===== src/rtl/noc_pkg.sv =====
// Flit head/tail encodings shared by the spidergon output-port arbiter.
// Helpers classify a code as opening or closing a packet.
package noc_pkg;

   localparam int HEAD_TAIL = 2;

   localparam logic [HEAD_TAIL-1:0] TAIL_FLIT = 2'b00;
   localparam logic [HEAD_TAIL-1:0] HEAD_FLIT = 2'b01;
   localparam logic [HEAD_TAIL-1:0] BODY_FLIT = 2'b10;
   localparam logic [HEAD_TAIL-1:0] HEADER    = 2'b11;

   function automatic logic is_head(input logic [HEAD_TAIL-1:0] code);
      return (code == HEAD_FLIT) || (code == HEADER);
   endfunction

   function automatic logic is_tail(input logic [HEAD_TAIL-1:0] code);
      return (code == TAIL_FLIT) || (code == HEADER);
   endfunction

endpackage


===== src/rtl/rr_arbiter.sv =====
// One-hot request arbiter; round-robin pointer advances past the winner when en is high.
// With NOC_ARB_FIXED_PRIO_EN defined it becomes lowest-index-wins and keeps no state.
module rr_arbiter #(
   parameter int N = 4
) (
   input  logic         clk,
   input  logic         reset,
   input  logic [N-1:0] req,
   input  logic         en,
   output logic [N-1:0] grant
);

`ifdef NOC_ARB_FIXED_PRIO_EN
   logic unused_ok;
   assign unused_ok = ^{clk, reset, en};

   always_comb begin
      logic found;
      grant = '0;
      found = 1'b0;
      for (int i = 0; i < N; i++) begin
         if (!found && req[i]) begin
            grant[i] = 1'b1;
            found    = 1'b1;
         end
      end
   end
`else
   localparam int PW = (N > 1) ? $clog2(N) : 1;

   logic [PW-1:0] ptr_q, ptr_d;

   // Scan offsets from the pointer; the inner loop keeps every bit index constant.
   always_comb begin
      logic found;
      grant = '0;
      found = 1'b0;
      ptr_d = ptr_q;
      for (int k = 0; k < N; k++) begin
         for (int i = 0; i < N; i++) begin
            if (!found && req[i] && (i == (int'(ptr_q) + k) % N)) begin
               grant[i] = 1'b1;
               found    = 1'b1;
               if (en) ptr_d = PW'((i + 1) % N);
            end
         end
      end
   end

   always_ff @(posedge clk or negedge reset) begin
      if (!reset) ptr_q <= '0;
      else        ptr_q <= ptr_d;
   end
`endif

endmodule


===== src/rtl/spidergon_vc_arbiter.sv =====
// Output-port arbiter: VC allocation for head flits, then credit-gated switch allocation.
// Define NOC_ARB_FIXED_PRIO_EN for fixed lowest-index priority in both allocators.
module spidergon_vc_arbiter
   import noc_pkg::*;
#(
   parameter int NUM_OF_INPUTS           = 4,
   parameter int NUM_OF_VIRTUAL_CHANNELS = 2,
   parameter int VC_CREDITS              = 2
) (
   input  logic                                 clk,
   input  logic                                 reset,
   input  logic [NUM_OF_INPUTS-1:0]             in_req,
   input  logic [HEAD_TAIL*NUM_OF_INPUTS-1:0]   in_flit_type,
   input  logic [NUM_OF_VIRTUAL_CHANNELS-1:0]   credit_return,
   output logic [NUM_OF_INPUTS-1:0]             in_grant,
   output logic                                 out_valid,
   output logic [((NUM_OF_VIRTUAL_CHANNELS > 1) ? $clog2(NUM_OF_VIRTUAL_CHANNELS) : 1)-1:0] out_vc,
   output logic [NUM_OF_VIRTUAL_CHANNELS-1:0]   vc_busy
);

   localparam int N   = NUM_OF_INPUTS;
   localparam int V   = NUM_OF_VIRTUAL_CHANNELS;
   localparam int VCW = (V > 1) ? $clog2(V) : 1;
   localparam int CW  = $clog2(VC_CREDITS + 1);

   logic [N-1:0]   own_valid_q, own_valid_d;
   logic [VCW-1:0] own_vc_q [N];
   logic [VCW-1:0] own_vc_d [N];
   logic [V-1:0]   vc_busy_q, vc_busy_d;

   logic [N-1:0]   va_req, va_grant, sa_req, sa_grant, tail_of;
   logic [V-1:0]   credit_nz;
   logic           any_free;
   logic [VCW-1:0] free_vc;

   // Lowest-index free VC, taken from registered state so a freed VC waits one cycle.
   always_comb begin
      any_free = 1'b0;
      free_vc  = '0;
      for (int v = V - 1; v >= 0; v--) begin
         if (!vc_busy_q[v]) begin
            any_free = 1'b1;
            free_vc  = VCW'(v);
         end
      end
   end

   for (genvar gi = 0; gi < N; gi++) begin : g_input
      logic [HEAD_TAIL-1:0] code;
      assign code         = in_flit_type[HEAD_TAIL*gi +: HEAD_TAIL];
      assign va_req[gi]   = in_req[gi] & is_head(code) & ~own_valid_q[gi] & any_free;
      assign sa_req[gi]   = in_req[gi] & own_valid_q[gi] & credit_nz[own_vc_q[gi]];
      assign tail_of[gi]  = is_tail(code);

      always @(posedge clk) begin
         if (reset)
            assert (!(in_req[gi] && !is_head(code) && !own_valid_q[gi]))
               else $warning("input %0d presents a body/tail flit without an owned VC", gi);
      end
   end

   rr_arbiter #(.N(N)) u_vc_alloc (
      .clk   (clk),
      .reset (reset),
      .req   (va_req),
      .en    (|va_req),
      .grant (va_grant)
   );

   rr_arbiter #(.N(N)) u_sw_alloc (
      .clk   (clk),
      .reset (reset),
      .req   (sa_req),
      .en    (|sa_req),
      .grant (sa_grant)
   );

   assign in_grant  = sa_grant;
   assign out_valid = |sa_grant;
   assign vc_busy   = vc_busy_q;

   always_comb begin
      out_vc = '0;
      for (int i = 0; i < N; i++) begin
         if (sa_grant[i]) out_vc = own_vc_q[i];
      end
   end

   // Release and allocation never collide: the releasing input and VC are owned, the allocated ones are not.
   always_comb begin
      own_valid_d = own_valid_q;
      own_vc_d    = own_vc_q;
      vc_busy_d   = vc_busy_q;
      for (int i = 0; i < N; i++) begin
         if (sa_grant[i] && tail_of[i]) begin
            own_valid_d[i]            = 1'b0;
            vc_busy_d[own_vc_q[i]]    = 1'b0;
         end
         if (va_grant[i]) begin
            own_valid_d[i]     = 1'b1;
            own_vc_d[i]        = free_vc;
            vc_busy_d[free_vc] = 1'b1;
         end
      end
   end

   always_ff @(posedge clk or negedge reset) begin
      if (!reset) begin
         own_valid_q <= '0;
         vc_busy_q   <= '0;
         for (int i = 0; i < N; i++) own_vc_q[i] <= '0;
      end else begin
         own_valid_q <= own_valid_d;
         vc_busy_q   <= vc_busy_d;
         own_vc_q    <= own_vc_d;
      end
   end

   for (genvar gi = 0; gi < V; gi++) begin : g_credit
      logic [CW-1:0] credit_q, credit_d;
      logic          dec, inc, full;

      assign full          = (credit_q == CW'(VC_CREDITS));
      assign dec           = out_valid && (out_vc == VCW'(gi));
      assign inc           = credit_return[gi] && (!full || dec);
      assign credit_nz[gi] = (credit_q != '0);

      always_comb begin
         credit_d = credit_q;
         if (inc && !dec)      credit_d = credit_q + 1'b1;
         else if (dec && !inc) credit_d = credit_q - 1'b1;
      end

      always_ff @(posedge clk or negedge reset) begin
         if (!reset) credit_q <= CW'(VC_CREDITS);
         else        credit_q <= credit_d;
      end

      always @(posedge clk) begin
         if (reset)
            assert (!(credit_return[gi] && full && !dec))
               else $warning("credit return on VC %0d at full credit ignored", gi);
      end
   end

endmodule


===== config.mk =====
export PLATFORM = sky130hd
export DESIGN_NAME = spidergon_vc_arbiter
export DESIGN_NICKNAME = d
export VERILOG_FILES = /design/src/rtl/noc_pkg.sv /design/src/rtl/rr_arbiter.sv /design/src/rtl/spidergon_vc_arbiter.sv
export SDC_FILE = /design/constraint.sdc
export NUM_CORES = 1
export LEC_CHECK = 0
export BUFFER_PORTS_ARGS = -buffer_cell sky130_fd_sc_hd__buf_4
export CORE_MARGIN = 5
export CORE_UTILIZATION = 40
export DETAILED_ROUTE_END_ITERATION = 7
export GPL_TIMING_DRIVEN = 0
export PLACE_DENSITY = 0.62
export SLEW_MARGIN = 40
export SYNTH_ARGS = -nofsm -noshare
export SYNTH_HDL_FRONTEND = slang
export SYNTH_SLANG_ARGS = --single-unit

===== constraint.sdc =====
create_clock -name clk -period 2.94 [get_ports clk]
set_clock_uncertainty 0.15 [all_clocks]
set_input_delay 0.147 -clock clk [delete_from_list [all_inputs] [get_ports clk]]
set_output_delay 0.147 -clock clk [all_outputs]
set_load 0.02 [all_outputs]

==> results.sh <==
export IMPL_outcome="finished, final reports clean"
export IMPL_p_leak_nw=0.813
export IMPL_period_share_pct=96.7
export IMPL_grt_pass1_wl_mm=6.56
export IMPL_cp_num_buf_inv=0
export IMPL_synthXorXnorAreaFrac_pct=3.51
export IMPL_dr_pass1_iters=4
export IMPL_cts_root_buf="clkbuf_8"
export IMPL_synth_seq_area_share_pct=30.3
export IMPL_drt_iter0_drc=114
export IMPL_slowest_delay_ps=580
export IMPL_clkSinkCount=18
export IMPL_final_common_cell="buf_4"
export IMPL_synth_top_cell_by_area="dfrtp_1"
export IMPL_cts_path_max_buffers=2
export IMPL_fmax_mhz=352
export IMPL_synth_nets=208
export IMPL_whs_ps=153
export IMPL_syn_inst=182
export IMPL_cpLargestDelayFamily="compound AO/OA/AOI/OAI gates"
export IMPL_cp_required_ps=2970
export IMPL_ys_ff_latch=18
export IMPL_fillers=352
export IMPL_finalWirelength_mm=4.10
export IMPL_setup_ws_ps=98.5
export IMPL_regArea_sq_um=458
export IMPL_start_kind="flip-flop"
export IMPL_synthAdderAreaFrac_pct=8.36
export IMPL_via_per_inst=5.75
export IMPL_setup_violations=0
export IMPL_syn2layout_area_growth_pct=27.5
export IMPL_synth_area_leaders="dfrtp_1 (27%), ha_1 (8.4%), nand2_1 (6.0%)"
export IMPL_die_area_sq_mm=0.00506
export IMPL_tns_ps=0
export IMPL_cts_buffers=3
export IMPL_synth_warnings=0
export IMPL_dp_cells=253
export IMPL_synth_compound_area_share_pct=28.5
export IMPL_powerDensity_mw_per_mm2=1070
export IMPL_finalMaxSlewViolations=0
export IMPL_layout_common_cells="buf_4 (33), nand2_1 (24), inv_1 (12), nor2_1 (12), dfrtp_1 (12)"
export IMPL_ys_types=50
export IMPL_finalPower_mw=2.04
export IMPL_synth_area_sq_mm=0.00150
export IMPL_core_area_sq_mm=0.00363
export IMPL_yosys_area_share_simple_pct=24.2
export IMPL_gr_total_overflow=0
export IMPL_htree_levels=1
export IMPL_final_cell_area_sq_mm=0.00191
export IMPL_grt_max_degree=19
export IMPL_fp_dieW_um=71.2
export IMPL_async_flop_share_pct=100
export IMPL_grt_pass1_vias=1482
export IMPL_placedInstanceArea_sq_mm=0.00174
export IMPL_multi_input_area_sq_mm=0.00103
export IMPL_drive_above_1_share_pct=26.1
export IMPL_end_kind="flip-flop"
export IMPL_route_detailed_drc=0
export IMPL_min_period_ps=2840
export IMPL_cts_tree="yes"
export IMPL_antenna_found_initial=0
export IMPL_min_path_type="in -> async"
export IMPL_yosys_area_top_type_share_pct=26.8
export IMPL_synth_edf_count=0
export IMPL_max_cap_violations=0
export IMPL_start_util_pct=41.2
export IMPL_slew_headroom_pct=53.8
export IMPL_ys_flop_type="dfrtp_1"
export IMPL_clk_transition_reported_paths_ps=70
export IMPL_fp_dieH_um=71.2
export IMPL_nets=246
export IMPL_worstMarginPinSlew_ps=687
export IMPL_worstSkewPairLatency_ps=260
export IMPL_rows=22
export IMPL_synth_avg_cell_area_sq_um=8.22
export IMPL_hold_viol=0
export IMPL_finalNonFillerCells=266
export IMPL_globalplace_congestion=0.959
export IMPL_cp_slowest_cell="dfstp_2"
export IMPL_ios=24
export IMPL_crit_chain="or3_4, nand4_1, a22oi_2, o32ai_2, a221oi_2, o21ai_2, o31a_1, ha_2, xor2_1, nor2_1, xnor2_1"
export IMPL_worstSetupPathType="reg -> reg"
export IMPL_fin_util_pct=52.5
export IMPL_wire_per_inst_um=15.4
export IMPL_arrival_ps=2880
export IMPL_vias=1530
export IMPL_muxShareOfSynthArea_pct=0.753
export IMPL_diodes=0
export IMPL_drtAntennaViolNets=0
export IMPL_place_ws_ps=-78.1
export IMPL_io_buffers=23
export IMPL_crit_fanout=5
export IMPL_grtUsageTotal_pct=15.8
export IMPL_max_vdd_ir_drop_uv=628
export IMPL_synth_top_family_by_area="compound AO/OA/AOI/OAI gates"
export IMPL_dp_hpwl_mm=3.08
==> path summary, 6_finish.rpt <==
kind	startpoint	to	slack [ps]	cells past startpoint
worst max-delay path	g_credit[0].credit_q[1]$_DFFE_PN1P_	g_credit[1].credit_q[1]$_DFFE_PN1P_	100	11
worst min-delay path	reset	g_credit[0].credit_q[0]$_DFFE_PN0P_	150	2
worst max register to register	g_credit[0].credit_q[1]$_DFFE_PN1P_	g_credit[1].credit_q[1]$_DFFE_PN1P_	100	11
worst min register to register	own_valid_q[1]$_DFFE_PN0P_	own_valid_q[1]$_DFFE_PN0P_	360	2
max in group asynchronous	reset	g_credit[1].credit_q[1]$_DFFE_PN1P_	2220	2
min in group clk	credit_return[1]	g_credit[1].credit_q[0]$_DFFE_PN0P_	190	4
==> logic make-up (layout without fill, tap and decap cells) <==
group | after synthesis | count (layout)
DFF | 18 | 18
muxes | 1 | 1
xor gates and xnor gates | 6 | 6
AOI/OAI and AO/OA | 58 | 58
buffers and inverters | 17 | 53
adders and majority gates | 10 | 10
and+or+nand+nor | 72 | 72
==> final cells by class <==
class / count / share of cell area (%)
repair buffers: 34 / 13.5
flip-flops and latches: 18 / 24.0
well taps: 48 / 3.15
plain buffers: 3 / 0.590
inverters: 13 / 2.56
clock buffers: 3 / 2.16
multi-input cells: 147 / 54.0
==> cell usage after synthesis, drive strengths merged (2+ instances only) <==
master and instances:
a211o 2, a21oi 11, dfstp 2, nor3 7
nand2b 6, o21ai 10, nand3 5, o311ai 2
clkbuf 3, ha 10, xnor2 4, o31a 2
o32ai 2, or3 3, a221o 2, dfrtp 16
nor2 13, o211ai 3, xor2 2, nor2b 3
nand2 24, inv 12, nand4 4, o22ai 6
a21o 2, a211oi 6
==> power by group <==
part           leakage [nW]  total, mW  internal (mW)  switching (mW)
Clock                0.0216      0.176         0.0912          0.0848
Sequential            0.207      0.574          0.395           0.180
Combinational         0.585       1.29          0.593           0.699
Total                 0.813       2.04           1.08           0.964
==> flip-flops by register name, summed over array words and instances, names as in the netlist <==
register / count
g_credit.credit_q: 4
vc_busy: 2
u_vc_alloc.ptr_q: 2
own_valid_q: 4
own_vc_q: 4
u_sw_alloc.ptr_q: 2
==> per-layer routing <==
metal,track usage [%],wire length (um)
met1,20.2,1760
met4,5.64,80
met2,25.9,1980
met3,3.55,288
met5,0,0
==> repair_timing <==
| action | 4_1_cts | 5_1_grt |
|---|---|---|
| resized for setup | 4 | 8 |
| setup endpoints to repair | 2 | 3 |
| hold buffers | 1 | 0 |
| setup buffers | 0 | 10 |
| endpoints found under the hold margin | 18 | 0 |
| pin swaps | 2 | 11 |
Power figures use the tool's default switching activity.
